<file path="src/rtl/rgb_frame_checksum.sv">
// Streams the RGB frame region out of SRAM and folds it into a Fletcher-style {sum2, sum1} checksum.
// Optional golden compare on the match output is enabled with `define CHECKSUM_COMPARE_EN.
module rgb_frame_checksum #(
   parameter logic [17:0] BASE_ADDR    = 18'd146944,
   parameter logic [17:0] NUM_WORDS    = 18'd115200,
   parameter int unsigned READ_LATENCY = 2,
   parameter logic [31:0] EXPECTED_SUM = 32'h0
) (
   input  logic        CLOCK_50_I,
   input  logic        resetn,
   input  logic        start,
   input  logic        abort,
   input  logic [15:0] SRAM_read_data,
   output logic [17:0] SRAM_address,
   output logic [15:0] SRAM_write_data,
   output logic        SRAM_we_n,
   output logic        busy,
   output logic        done,
   output logic [31:0] checksum,
   output logic [17:0] word_count,
   output logic        match
);

   localparam int unsigned AW = 18;
   localparam int unsigned DW = 16;

   typedef enum logic [1:0] {S_IDLE, S_READ, S_DRAIN, S_DONE} state_t;

   state_t                  state, next_state;
   logic [AW-1:0]           rd_cnt;
   logic [READ_LATENCY-1:0] vld_pipe;
   logic [DW-1:0]           sum1_nxt;
   logic                    last_addr_c, pipe_empty_c;
   logic                    frame_start_c, issue_c, acc_c, busy_d, done_d;

   assign SRAM_write_data = 16'd0;
   assign SRAM_we_n       = 1'b1;

   assign last_addr_c  = (rd_cnt == NUM_WORDS - 18'd1);
   assign pipe_empty_c = (vld_pipe == '0);
   assign sum1_nxt     = checksum[DW-1:0] + SRAM_read_data;

   // State register
   always_ff @(posedge CLOCK_50_I or negedge resetn) begin
      if (!resetn) state <= S_IDLE;
      else         state <= next_state;
   end

   // Next-state logic; abort overrides everything, including a same-cycle start
   always_comb begin
      next_state = state;
      if (abort) begin
         next_state = S_IDLE;
      end else begin
         case (state)
            S_IDLE:  if (start)        next_state = S_READ;
            S_READ:  if (last_addr_c)  next_state = S_DRAIN;
            S_DRAIN: if (pipe_empty_c) next_state = S_DONE;
            S_DONE:                    next_state = S_IDLE;
         endcase
      end
   end

   // Control decode
   always_comb begin
      frame_start_c = 1'b0;
      issue_c       = 1'b0;
      acc_c         = 1'b0;
      busy_d        = 1'b0;
      done_d        = 1'b0;
      if (!abort) begin
         frame_start_c = (state == S_IDLE) && start;
         issue_c       = (state == S_READ);
         acc_c         = vld_pipe[READ_LATENCY-1];
      end
      busy_d = (next_state == S_READ) || (next_state == S_DRAIN);
      done_d = (next_state == S_DONE);
   end

   // Address generation, read-valid delay line and checksum accumulation
   always_ff @(posedge CLOCK_50_I or negedge resetn) begin
      if (!resetn) begin
         SRAM_address <= BASE_ADDR;
         rd_cnt       <= '0;
         vld_pipe     <= '0;
         checksum     <= '0;
         word_count   <= '0;
         busy         <= 1'b0;
         done         <= 1'b0;
      end else begin
         busy <= busy_d;
         done <= done_d;

         if (abort) begin
            vld_pipe <= '0;
         end else begin
            vld_pipe[0] <= issue_c;
            for (int i = 1; i < int'(READ_LATENCY); i++) vld_pipe[i] <= vld_pipe[i-1];
         end

         if (frame_start_c) begin
            SRAM_address <= BASE_ADDR;
            rd_cnt       <= '0;
         end else if (issue_c && !last_addr_c) begin
            SRAM_address <= SRAM_address + 18'd1;
            rd_cnt       <= rd_cnt + 18'd1;
         end

         if (frame_start_c) begin
            checksum   <= '0;
            word_count <= '0;
         end else if (acc_c) begin
            checksum   <= {checksum[31:16] + sum1_nxt, sum1_nxt};
            word_count <= word_count + 18'd1;
         end
      end
   end

`ifdef CHECKSUM_COMPARE_EN
   // Golden compare captured as the final checksum enters S_DONE
   always_ff @(posedge CLOCK_50_I or negedge resetn) begin
      if (!resetn)                                        match <= 1'b0;
      else if (frame_start_c)                             match <= 1'b0;
      else if (state == S_DRAIN && next_state == S_DONE)  match <= (checksum == EXPECTED_SUM);
   end
`else
   logic unused_expected;
   assign unused_expected = ^EXPECTED_SUM;
   assign match           = 1'b0;
`endif

endmodule
</file>
<file path="config.mk">
export PLATFORM = sky130hd
export DESIGN_NAME = rgb_frame_checksum
export DESIGN_NICKNAME = d
export VERILOG_FILES = /design/src/rtl/rgb_frame_checksum.sv
export SDC_FILE = /design/constraint.sdc
export NUM_CORES = 1
export LEC_CHECK = 0
export CORE_AREA = 2 2 106 108
export DETAILED_ROUTE_END_ITERATION = 7
export DIE_AREA = 0 0 108 110
export PLACE_DENSITY = 0.84
export SETUP_SLACK_MARGIN = 0.05
export SYNTH_ARGS = -nofsm -noshare
export SYNTH_HDL_FRONTEND = slang
export SYNTH_SLANG_ARGS = --single-unit
</file>
<file path="constraint.sdc">
create_clock -name CLOCK_50_I -period 4.6 [get_ports CLOCK_50_I]
set_input_delay 0.92 -clock CLOCK_50_I [delete_from_list [all_inputs] [get_ports CLOCK_50_I]]
set_output_delay 0.92 -clock CLOCK_50_I [all_outputs]
set_load 0.02 [all_outputs]
</file>
==> impl_metrics.tcl <==
set metrics [dict create \
    drt_wl_total_um 13600 \
    gp_congestion 0.9098 \
    crit_chain "clkdlybuf4s50_1 -> ha_1 -> fa_2 -> a21o_1 -> a21oi_2 -> o21ai_2 -> a311oi_2 -> a21oi_1 -> xor2_1 -> ha_2 -> a21o_1 -> o31ai_1 -> a21oi_1 -> a211o_1 -> and2_1 -> o211ai_1" \
    clockBufferDepth 2 \
    max_cap_violations 0 \
    start_kind "input port" \
    vdd_drop_max_mv 0.1706 \
    antenna_found_initial 0 \
    cts.sinks 92 \
    multiInputGateArea_sq_mm 0.003080 \
    ctsHoldBuffers 0 \
    worstHoldPathType "flip-flop to flip-flop" \
    stdcell_count 831 \
    worst_pin_slew_ns 1.096 \
    place_hpwl_um 9889 \
    ys_ff_latch 92 \
    synth_seq_area_share_pct 41.51 \
    dp.cells 812 \
    start_util_pct 52.01 \
    route.detailed.drc 0 \
    critical_path.n_buffers_inverters 1 \
    synth-main-ff-cell "dfrtp_1" \
    slowest_delay_ns 0.42 \
    htree_levels 3 \
    row_count 38 \
    ys_warn_count 0 \
    required_ns 4.88 \
    path_clk_slew_ns 0.09 \
    drtPass1Iterations 4 \
    vias 4673 \
    post_drt_wl_per_cell_um 16.36 \
    die_h_um 110 \
    slew_viol_final 0 \
    synth_edf_count 0 \
    nFillCells 906 \
    cts_tree "yes" \
    cp_data_arrival_time_ns 4.59 \
    fmax_mhz 232.3 \
    gr-total-overflow 0 \
    fin_crit_sh_pct 93.60 \
    fin_crit_ns 4.306 \
    grt_max_degree 68 \
    async_flop_share_pct 100.0 \
    io_pins 108 \
    die_w_um 108 \
    path_max_fanout 7 \
    status "finished, final reports clean" \
    areaGrowthSynthToFinish_pct 22.40 \
    hold_violations 0 \
    p_leak_nw 3.028 \
    avgViaCountPerCell 5.623 \
    setup_tns_ns 0 \
    syn_area_per_cell_sq_um 9.463 \
    path_class "input port to flip-flop" \
    skew_ns 0.01039 \
    numCtsBuffers 9 \
    n_antenna_cell 0 \
    antenna_left 0 \
    drive_gt1_share_pct 8.249 \
    end_kind "flip-flop" \
    io_buffer_count 89 \
    ys_types 57 \
    clkLatencyLatePin_ns 0.37 \
    grt_pass1_wl_um 22830 \
    slew_headroom_pct 26.74 \
    core_sq_mm 0.01070 \
    cts_root_buffer "clkbuf_8" \
    seqCellArea_sq_mm 0.002310 \
    cellPowerDensity_mw_per_mm2 302.5 \
    drt_iter0_markers 294 \
    die-area_sq_mm 0.01188 \
    cp_top_family "compound AO/OA/AOI/OAI gates" \
    final-setup-viol-count 0 \
    grt_pass1_vias 4690 \
    grtUsageTotal_pct 24.18 \
    cp_slowest_cell "clkdlybuf4s50_1" \
    synth_cells 588 \
    nets 743 \
    synth_area_sq_mm 0.005564 \
    rsz0062_at_grt "false" \
]
==> synthesized netlist by cell type (6+ instances only) <==
master	count	area [sq um]
inv_1	15	56.30
dfrtp_1	86	2152
xor2_1	29	254.0
nand2_1	47	176.4
clkbuf_1	11	41.29
nand4_1	7	43.79
nor2_1	66	247.7
a21oi_1	33	165.2
nand3_1	23	115.1
nor3_1	11	55.05
o211ai_1	6	45.04
buf_4	19	142.6
a21o_1	13	97.59
or3_1	9	56.30
a22o_1	13	113.9
and3_1	11	68.82
nor2b_1	8	50.05
o21ai_0	30	150.1
and2_1	6	37.54
xnor2_1	35	306.5
ha_1	35	437.9
dfstp_2	6	157.7
mux2i_1	6	60.06
==> cell families after synthesis <==
| group | after synthesis | share of synthesized area [%] |
|---|---|---|
| AO/OA/AOI/OAI | 131 | 15.56 |
| XOR/XNOR | 64 | 10.07 |
| adder cells (fa/ha/maj) | 37 | 8.590 |
| buffers and inverters | 49 | 4.655 |
| flip-flops | 92 | 41.51 |
| multiplexers | 6 | 1.079 |
| other | 2 | 0.1350 |
| AND/OR/NAND/NOR | 207 | 18.39 |
==> power breakdown <==
part	internal (mW)	switching, mW	leakage [nW]
combinational	0.279	0.357	1.69
clock	0.227	0.289	0.0896
sequential	0.853	0.0551	1.25
==> state kept, by name (all words and copies together) (netlist names) <==
name / cells
word_count: 18
SRAM_address: 18
checksum: 32
busy: 1
vld_pipe: 2
rd_cnt: 18
state: 2
done: 1
==> worst reg2reg max path, cell delays in order (launching register included) <==
cell and delay, ns:
dfrtp_1 0.41, ha_1 0.23, fa_2 0.36, a21o_1 0.17, a21oi_2 0.17, o21ai_2 0.10
a311oi_2 0.32, a21oi_1 0.12, xor2_1 0.21, ha_2 0.35, a21o_1 0.20, o31ai_1 0.25
a21oi_1 0.10, a211o_1 0.32, and2_1 0.15, o211ai_1 0.17
==> repair_timing <==
item,CTS,global route
setup buffers,0,3
resized for setup,0,6
setup endpoints to repair,0,4
==> metrics by stage <==
stage | utilization [%] | hold slack, ns | setup WS [ns] | instance area (sq um) | power (mW)
after floorplan | - | 0.4659 | 0.4719 | 5624 | 1.316
after global placement | 61.60 | 0.4916 | -0.05966 | 6590 | 1.503
after detailed placement | 61.60 | 0.5236 | -0.2144 | 6590 | 1.532
after CTS | 63.29 | 0.5501 | 0.1469 | 6770 | 2.045
after global routing | 63.66 | 0.5708 | 0.04069 | 6810 | 2.167
final | 63.66 | 0.5443 | 0.2944 | 6810 | 2.060
==> final cells by class <==
class | count | area share (%)
Clock buffer | 13 | 2.333
Clock inverter | 3 | 0.3123
Inverter | 15 | 0.8268
Multi-Input combinational cell | 463 | 45.23
Sequential cell | 92 | 33.92
Tap cell | 140 | 2.572
Timing Repair Buffer | 105 | 14.81
==> cells in the final DEF (no fill, tap or decap), types with 15 or more instances in the layout <==
master           count
inv_1               15
a21oi_1             32
ha_1                34
nand2_1             47
conb_1              18
xnor2_1             35
nand3_1             23
o21ai_0             29
nor2_1              65
buf_4               17
clkdlybuf4s50_1     88
xor2_1              29
dfrtp_1             86
==> worst paths after layout <==
check                                             start                           to  slack [ns]  cells past startpoint
max in group asynchronous                        resetn     checksum[28]$_DFFE_PN0P_        3.05                      2
worst max-delay path                  SRAM_read_data[0]     checksum[31]$_DFFE_PN0P_        0.29                     16
min in group asynchronous                        resetn  SRAM_address[3]$_DFFE_PN0P_        0.66                      1
worst min register to register  checksum[9]$_DFFE_PN0P_      checksum[9]$_DFFE_PN0P_        0.54                      1
worst min-delay path            checksum[9]$_DFFE_PN0P_      checksum[9]$_DFFE_PN0P_        0.54                      1
worst max register to register  checksum[0]$_DFFE_PN0P_     checksum[31]$_DFFE_PN0P_        0.88                     15
==> routing by layer <==
layer / GRT usage, % / up-vias / part of all wire [%]
li1: - / 2218 / -
met2: 42.86 / 156 / 51
met1: 30.77 / 2283 / 42
met5: 0 / - / 0
met4: 6.227 / 0 / 1.1
met3: 4.233 / 16 / 5.9
(Power assumes the default switching activity.)
